### src/rtl/llc_lookup_ctrl_pkg.sv
// Shared types, constants and FSM state encoding for the LLC lookup controller
// and its way selector.
package llc_lookup_ctrl_pkg;

    localparam int NUM_PORTS    = 16;
    localparam int SET_BITS     = 8;
    localparam int TAG_BITS     = 12;
    localparam int WAY_BITS     = $clog2(NUM_PORTS);
    localparam int LINE_BITS    = 64;
    localparam int STATE_BITS   = 3;
    localparam int SHARERS_BITS = 16;
    localparam int OWNER_BITS   = 4;
    localparam int HPROT_BITS   = 2;

    typedef logic [SET_BITS-1:0]          llc_set_t;
    typedef logic [TAG_BITS-1:0]          llc_tag_t;
    typedef logic [WAY_BITS-1:0]          llc_way_t;
    typedef logic [SET_BITS+WAY_BITS-1:0] llc_addr_t;
    typedef logic [STATE_BITS-1:0]        llc_state_t;
    typedef logic [LINE_BITS-1:0]         line_t;
    typedef logic [SHARERS_BITS-1:0]      sharers_t;
    typedef logic [OWNER_BITS-1:0]        owner_t;
    typedef logic [HPROT_BITS-1:0]        hprot_t;

    localparam llc_state_t INVALID = '0;

    typedef enum logic [2:0] {
        ST_IDLE,
        ST_READ,
        ST_WAIT,
        ST_CMP,
        ST_RESP,
        ST_UPD
    } lookup_state_e;

endpackage

### src/rtl/llc_way_select.sv
// Combinational way selection: lowest-index valid tag match, else lowest-index
// INVALID way, else the memory-supplied eviction way.
module llc_way_select
    import llc_lookup_ctrl_pkg::*;
#(
    parameter int NUM_WAYS = NUM_PORTS
) (
    input  llc_tag_t   req_tag_i,
    input  llc_tag_t   way_tag_i   [NUM_WAYS],
    input  llc_state_t way_state_i [NUM_WAYS],
    input  llc_way_t   evict_way_i,
    output logic       hit_o,
    output llc_way_t   way_o,
    output llc_state_t state_o
);

    logic [NUM_WAYS-1:0] match;
    logic [NUM_WAYS-1:0] invalid;

    generate
        for (genvar gi = 0; gi < NUM_WAYS; gi++) begin : g_way
            assign invalid[gi] = (way_state_i[gi] == INVALID);
            assign match[gi]   = !invalid[gi] && (way_tag_i[gi] == req_tag_i);
        end
    endgenerate

    // Descending scans so the lowest qualifying index is the last one written.
    always_comb begin
        hit_o   = |match;
        way_o   = evict_way_i;
        state_o = '0;
        if (|match) begin
            for (int i = NUM_WAYS - 1; i >= 0; i--) begin
                if (match[i]) way_o = llc_way_t'(i);
            end
        end else if (|invalid) begin
            for (int i = NUM_WAYS - 1; i >= 0; i--) begin
                if (invalid[i]) way_o = llc_way_t'(i);
            end
        end
        for (int i = 0; i < NUM_WAYS; i++) begin
            if (way_o == llc_way_t'(i)) state_o = way_state_i[i];
        end
    end

endmodule

### src/rtl/llc_lookup_ctrl.sv
// LLC lookup controller: one lookup per set, parallel way read and tag compare,
// then holds the set until the requester's update beats are written.
// Optional hit/miss counters are enabled with LLC_LOOKUP_STATS_EN.
module llc_lookup_ctrl
    import llc_lookup_ctrl_pkg::*;
#(
    parameter int NUM_WAYS   = NUM_PORTS,
    parameter int RD_LATENCY = 1
) (
    input  logic        clk,
    input  logic        rst,
    input  logic        req_valid,
    output logic        req_ready,
    input  llc_set_t    req_set,
    input  llc_tag_t    req_tag,
    output logic        rsp_valid,
    input  logic        rsp_ready,
    output logic        rsp_hit,
    output llc_way_t    rsp_way,
    output llc_state_t  rsp_state,
    input  logic        upd_valid,
    output logic        upd_ready,
    input  logic        upd_we,
    input  logic        upd_last,
    input  llc_way_t    upd_way,
    input  llc_tag_t    upd_tag,
    input  line_t       upd_line,
    input  llc_state_t  upd_state,
    input  sharers_t    upd_sharers,
    input  owner_t      upd_owner,
    input  hprot_t      upd_hprot,
    input  logic        upd_dirty_bit,
    output llc_set_t    mem_rd_set,
    output logic        mem_rd_en,
    input  llc_tag_t    mem_rd_data_tag       [NUM_WAYS],
    input  llc_state_t  mem_rd_data_state     [NUM_WAYS],
    input  llc_way_t    mem_rd_data_evict_way [NUM_WAYS],
`ifdef LLC_LOOKUP_STATS_EN
    output logic [31:0] stat_hits,
    output logic [31:0] stat_misses,
`endif
    output llc_addr_t   mem_wr_addr,
    output logic        mem_wr_en,
    output line_t       mem_wr_data_line,
    output llc_tag_t    mem_wr_data_tag,
    output sharers_t    mem_wr_data_sharers,
    output owner_t      mem_wr_data_owner,
    output hprot_t      mem_wr_data_hprot,
    output logic        mem_wr_data_dirty_bit,
    output llc_way_t    mem_wr_data_evict_way,
    output llc_state_t  mem_wr_data_state
);

    localparam int WAIT_W = (RD_LATENCY > 1) ? $clog2(RD_LATENCY) : 1;

    lookup_state_e     state_q;
    llc_set_t          set_q;
    llc_tag_t          tag_q;
    logic [WAIT_W-1:0] wait_cnt_q;
    logic              req_ready_q, rsp_valid_q, upd_ready_q, mem_rd_en_q, mem_wr_en_q;
    logic              rsp_hit_q;
    llc_way_t          rsp_way_q, evict0_q, wr_evict_q, wr_evict_d;
    llc_state_t        rsp_state_q, wr_state_q;
    llc_addr_t         wr_addr_q;
    line_t             wr_line_q;
    llc_tag_t          wr_tag_q;
    sharers_t          wr_sharers_q;
    owner_t            wr_owner_q;
    hprot_t            wr_hprot_q;
    logic              wr_dirty_q;

    logic              sel_hit;
    llc_way_t          sel_way;
    llc_state_t        sel_state;

    llc_way_select #(.NUM_WAYS(NUM_WAYS)) u_way_select (
        .req_tag_i   (tag_q),
        .way_tag_i   (mem_rd_data_tag),
        .way_state_i (mem_rd_data_state),
        .evict_way_i (mem_rd_data_evict_way[0]),
        .hit_o       (sel_hit),
        .way_o       (sel_way),
        .state_o     (sel_state)
    );

    // Only way 0 carries the set's eviction pointer; the other lanes are ignored.
    logic [NUM_WAYS*WAY_BITS-1:0] evict_flat;
    logic                         unused_evict_ways;
    generate
        for (genvar gi = 0; gi < NUM_WAYS; gi++) begin : g_evict_flat
            assign evict_flat[gi*WAY_BITS +: WAY_BITS] = mem_rd_data_evict_way[gi];
        end
    endgenerate
    assign unused_evict_ways = ^evict_flat;

    // Filling the victim of a miss advances the round-robin eviction pointer.
    always_comb begin
        wr_evict_d = evict0_q;
        if (!rsp_hit_q && (upd_way == rsp_way_q)) begin
            wr_evict_d = (rsp_way_q == llc_way_t'(NUM_WAYS - 1)) ? '0 : llc_way_t'(rsp_way_q + 1'b1);
        end
    end

    always_ff @(posedge clk) begin
        if (rst) begin
            state_q      <= ST_IDLE;
            set_q        <= '0;
            tag_q        <= '0;
            wait_cnt_q   <= '0;
            req_ready_q  <= 1'b1;
            rsp_valid_q  <= 1'b0;
            upd_ready_q  <= 1'b0;
            mem_rd_en_q  <= 1'b0;
            mem_wr_en_q  <= 1'b0;
            rsp_hit_q    <= 1'b0;
            rsp_way_q    <= '0;
            rsp_state_q  <= '0;
            evict0_q     <= '0;
            wr_addr_q    <= '0;
            wr_line_q    <= '0;
            wr_tag_q     <= '0;
            wr_sharers_q <= '0;
            wr_owner_q   <= '0;
            wr_hprot_q   <= '0;
            wr_dirty_q   <= 1'b0;
            wr_evict_q   <= '0;
            wr_state_q   <= '0;
        end else begin
            mem_rd_en_q <= 1'b0;
            mem_wr_en_q <= 1'b0;
            case (state_q)
                ST_IDLE: begin
                    if (req_valid) begin
                        set_q       <= req_set;
                        tag_q       <= req_tag;
                        req_ready_q <= 1'b0;
                        mem_rd_en_q <= 1'b1;
                        state_q     <= ST_READ;
                    end
                end
                ST_READ: begin
                    wait_cnt_q <= '0;
                    state_q    <= (RD_LATENCY == 1) ? ST_CMP : ST_WAIT;
                end
                ST_WAIT: begin
                    if (wait_cnt_q == WAIT_W'(RD_LATENCY - 2)) state_q <= ST_CMP;
                    else wait_cnt_q <= wait_cnt_q + 1'b1;
                end
                ST_CMP: begin
                    rsp_hit_q   <= sel_hit;
                    rsp_way_q   <= sel_way;
                    rsp_state_q <= sel_state;
                    evict0_q    <= mem_rd_data_evict_way[0];
                    rsp_valid_q <= 1'b1;
                    state_q     <= ST_RESP;
                end
                ST_RESP: begin
                    if (rsp_ready) begin
                        rsp_valid_q <= 1'b0;
                        upd_ready_q <= 1'b1;
                        state_q     <= ST_UPD;
                    end
                end
                ST_UPD: begin
                    if (upd_valid) begin
                        if (upd_we) begin
                            mem_wr_en_q  <= 1'b1;
                            wr_addr_q    <= {set_q, upd_way};
                            wr_line_q    <= upd_line;
                            wr_tag_q     <= upd_tag;
                            wr_sharers_q <= upd_sharers;
                            wr_owner_q   <= upd_owner;
                            wr_hprot_q   <= upd_hprot;
                            wr_dirty_q   <= upd_dirty_bit;
                            wr_evict_q   <= wr_evict_d;
                            wr_state_q   <= upd_state;
                        end
                        if (upd_last) begin
                            upd_ready_q <= 1'b0;
                            req_ready_q <= 1'b1;
                            state_q     <= ST_IDLE;
                        end
                    end
                end
                default: begin
                    req_ready_q <= 1'b1;
                    rsp_valid_q <= 1'b0;
                    upd_ready_q <= 1'b0;
                    state_q     <= ST_IDLE;
                end
            endcase
        end
    end

`ifdef LLC_LOOKUP_STATS_EN
    logic [31:0] stat_hits_q, stat_misses_q;

    always_ff @(posedge clk) begin
        if (rst) begin
            stat_hits_q   <= '0;
            stat_misses_q <= '0;
        end else if (rsp_valid_q && rsp_ready) begin
            if (rsp_hit_q && !(&stat_hits_q)) stat_hits_q <= stat_hits_q + 32'd1;
            if (!rsp_hit_q && !(&stat_misses_q)) stat_misses_q <= stat_misses_q + 32'd1;
        end
    end

    assign stat_hits   = stat_hits_q;
    assign stat_misses = stat_misses_q;
`endif

    assign req_ready             = req_ready_q;
    assign rsp_valid             = rsp_valid_q;
    assign rsp_hit               = rsp_hit_q;
    assign rsp_way               = rsp_way_q;
    assign rsp_state             = rsp_state_q;
    assign upd_ready             = upd_ready_q;
    assign mem_rd_set            = set_q;
    assign mem_rd_en             = mem_rd_en_q;
    assign mem_wr_en             = mem_wr_en_q;
    assign mem_wr_addr           = wr_addr_q;
    assign mem_wr_data_line      = wr_line_q;
    assign mem_wr_data_tag       = wr_tag_q;
    assign mem_wr_data_sharers   = wr_sharers_q;
    assign mem_wr_data_owner     = wr_owner_q;
    assign mem_wr_data_hprot     = wr_hprot_q;
    assign mem_wr_data_dirty_bit = wr_dirty_q;
    assign mem_wr_data_evict_way = wr_evict_q;
    assign mem_wr_data_state     = wr_state_q;

endmodule

### config.mk
export PLATFORM = sky130hd
export DESIGN_NAME = llc_lookup_ctrl
export DESIGN_NICKNAME = d
export VERILOG_FILES = /design/src/rtl/llc_lookup_ctrl_pkg.sv /design/src/rtl/llc_way_select.sv /design/src/rtl/llc_lookup_ctrl.sv
export SDC_FILE = /design/constraint.sdc
export NUM_CORES = 1
export LEC_CHECK = 0
export BUFFER_PORTS_ARGS = -buffer_cell sky130_fd_sc_hd__buf_2
export CORE_AREA = 3 3 222 224
export DETAILED_ROUTE_END_ITERATION = 8
export DIE_AREA = 0 0 225 227
export PLACE_DENSITY = 0.46
export SLEW_MARGIN = 20
export SYNTH_ARGS = -nofsm -noshare
export SYNTH_HDL_FRONTEND = slang
export SYNTH_SLANG_ARGS = --single-unit
### constraint.sdc
create_clock -name clk -period 4.45 [get_ports clk]
set_clock_uncertainty 0.2 [all_clocks]
set_input_delay 0.445 -clock clk [delete_from_list [all_inputs] [get_ports clk]]
set_output_delay 0.445 -clock clk [all_outputs]
set_load 0.1 [all_outputs]
==> flow_metrics.tcl <==
set metrics [dict create \
    status "completed" \
    top_usage_layer "met2" \
    path_class "reg2reg" \
    clkSlewWorstSetupHoldPaths_ps 80 \
    ioPinCount 576 \
    synthTopCellsByArea "dfxtp_1, nand2_1, xor2_1, a21oi_1, xnor2_1" \
    root_buffer "clkbuf_16" \
    cp_data_required_time_ps 4580 \
    worstSetupEndpointType "flop" \
    fin_nets 2147 \
    power_density_nw_per_um2 357 \
    synth.net_count 1632 \
    grt_pass1_wl_um 60700 \
    initial_core_util 0.191 \
    met2_usage 0.258 \
    numCtsBuffers 17 \
    post-route-period-util 0.936 \
    r2r_end "rsp_state[0]$_SDFFE_PP0P_" \
    crit_start "tag_q[2]$_SDFFE_PP0P_" \
    synth_adder_area_share 0.00138 \
    antenna_found_initial 6 \
    gp_congestion 0.892 \
    syn_avg_cell_area_um2 7.62 \
    yosysWarnings 0 \
    async_flop_share 0 \
    dr.pass1.iters 5 \
    hold_viol 0 \
    grt_overflow 0 \
    synth_xor_area_frac 0.191 \
    rrSetupSlack_ps 280 \
    slew_violations 0 \
    clock.fmax_mhz 240 \
    cts_sinks 159 \
    use_met3 0.0388 \
    drtAntennaViolNets 0 \
    setup_tns_ps 0 \
    use_met1 0.212 \
    yosysTopAreaCell "dfxtp_1" \
    synth_top_area_frac 0.350 \
    setup_violations 0 \
    dieArea_um2 51100 \
    drt-total-wl_um 42600 \
    clock_latency_ps 440 \
    synth_top_cells_by_count "nand2_1, a21oi_1, dfxtp_1, xor2_1, xnor2_1" \
    final_layout_size_suffix_gt1_frac 0.365 \
    reg2reg_from "tag_q[2]$_SDFFE_PP0P_" \
    via_per_inst 4.36 \
    critPathArrivalTime_ps 4290 \
    p_total_w 0.00471 \
    synth.most_common_cell "nand2_1" \
    ir_drop_mv 0.216 \
    syn_inst 1194 \
    wire_per_inst_um 18.2 \
    cts_tree "done" \
    worstPathMaxFanout 10 \
    max_cap_viol_count 0 \
    synth_top_family_by_area "simple AND/OR/NAND/NOR gates" \
    hp-class "in2reg" \
    nFillCells 5295 \
    yosysSeqAreaShare 0.350 \
    grt_pass1_vias 10000 \
    syn-cell-area_um2 9090 \
    grt_max_degree 120 \
    post_cts_buffers 0 \
    hpwl_um 33900 \
    leakage_nw 5.89 \
    finalCriticalPeriod_ps 4170 \
    synthSimpleGateAreaFrac 0.248 \
    worst-slew-pin-transition_ps 966 \
    worstRegToRegCells 15 \
    track_usage 0.158 \
    relSlewSlack 0.356 \
    clockBufferDepth 2 \
    ys_ff_latch 159 \
    htreeDepth 4 \
    port_buffers 515 \
    rows 80 \
    drc 0 \
    syn_to_final_growth_pct 45.1 \
    first_iter_violations 575 \
    vias 10200 \
    start_kind "flop" \
    synth.area.mux_share 0.00688 \
    fp.dieH_um 227 \
    fp.dieW_um 225 \
    synth_edf_count 0 \
    endpoint "rsp_state[0]$_SDFFE_PP0P_" \
    synth_compound_area_frac 0.152 \
    rsz0062_at_grt "no" \
    synthFlopType "dfxtp_1" \
    ys_types 66 \
    core_um2 47500 \
]
[critical path: stages, from the launching register on]
cell and delay [ps]:
dfxtp_1 610, buf_4 340, xnor2_1 150, nand3_1 130
nor4_2 480, buf_4 210, nor4_2 60, nor2b_1 180
and3b_4 220, o31a_1 450, and2_1 230, a211oi_1 260
o21ai_1 140, a211oi_1 200, buf_4 150, nor2_1 30
[cells in the final DEF (no fill, tap or decap), types with 4 or more instances in the layout]
cell | netlist | layout
a211oi_1 | 10 | 10
a21oi_1 | 168 | 168
and2_1 | 4 | 4
buf_12 | 0 | 5
buf_2 | 8 | 514
buf_4 | 15 | 59
clkbuf_16 | 0 | 17
clkinvlp_4 | 0 | 4
dfxtp_1 | 159 | 158
dlygate4sd3_1 | 0 | 5
inv_1 | 7 | 7
inv_6 | 0 | 7
mux2i_1 | 4 | 4
nand2_1 | 311 | 311
nand3_1 | 10 | 9
nand4_1 | 27 | 27
nor2_1 | 39 | 39
nor2b_1 | 8 | 8
nor3_1 | 36 | 36
nor4_1 | 27 | 26
o211ai_1 | 7 | 7
o21a_1 | 4 | 4
o21ai_0 | 15 | 15
or3_1 | 8 | 8
xnor2_1 | 84 | 84
xor2_1 | 114 | 114
[flip-flops by register name (all words and copies together) (netlist names), 3 cells and up]
signal / cells
mem_wr_data_owner: 4
mem_rd_set: 8
tag_q: 12
rsp_way: 4
mem_wr_addr: 12
state_q: 3
evict0_q: 4
mem_wr_data_evict_way: 4
rsp_state: 3
mem_wr_data_state: 3
mem_wr_data_line: 64
mem_wr_data_tag: 12
mem_wr_data_sharers: 16
[worst min-delay path by stage]
| stage | from | end | depth (start not counted) |
|---|---|---|---|
| 6_report | upd_line[5] | mem_wr_data_line[5]$_SDFFE_PP0P_ | 3 |
| 2_1_floorplan | evict0_q[1]$_SDFFE_PP0P_ | evict0_q[1]$_SDFFE_PP0P_ | 2 |
| 5_1_grt | upd_line[11] | mem_wr_data_line[11]$_SDFFE_PP0P_ | 3 |
| 3_5_place_dp | mem_wr_data_line[36]$_SDFFE_PP0P_ | mem_wr_data_line[36]$_SDFFE_PP0P_ | 2 |
| 4_1_cts | upd_sharers[0] | mem_wr_data_sharers[0]$_SDFFE_PP0P_ | 3 |
| 3_3_place_gp | req_ready$_SDFFE_PP1P_ | req_ready$_SDFFE_PP1P_ | 2 |
[repair_timing]
action / 4_1_cts / 5_1_grt
endpoints found under the hold margin: 5 / 0
endpoints found under the setup margin: 0 / 3
hold buffers: 5 / 0
resized for setup: 0 / 2
[cells by family (layout without fill, tap and decap cells)]
family / Yosys count / in the layout
AO/OA/AOI/OAI: 239 / 239
flip-flops: 159 / 159
other: 0 / 3
XOR/XNOR: 198 / 198
buffers and inverters: 94 / 622
adder cells (fa/ha/maj): 1 / 1
AND/OR/NAND/NOR: 498 / 498
multiplexers: 5 / 5
[power breakdown]
part | internal, W | switching, W
sequential | 0.00150 | 0.0000986
clock | 0.000742 | 0.000704
combinational | 0.000611 | 0.00105
total | 0.00285 | 0.00186
[metrics by stage]
step	setup WS (ps)	util	cell area (um2)	instances	hold slack, ps
after detailed placement	183	0.264	12600	2300	243
after global placement	176	0.264	12600	2300	238
final	284	0.278	13200	2340	31.8
after floorplan	1280	-	9090	1194	236
after CTS	132	0.277	13200	2337	0.00289
after global routing	82.3	0.277	13200	2338	10.9
[cell type report]
cell class	count	area (um2)	area share
sequential	159	3180	0.241
antenna	3	7.51	0.000569
multi-input combinational	941	5480	0.415
clock buffer	17	425	0.0322
tap	615	769	0.0583
clock inverter	15	141	0.0107
timing repair buffer	583	3170	0.240
inverter	7	26.3	0.00199
[metal layers]
layer  routed length [um]  part of all wire
met1                19200              0.45
met2                20100              0.47
met3                 2730             0.064
met4                  406            0.0095
met5                   55            0.0013
Note: power is estimated with default switching activity, not from simulation.
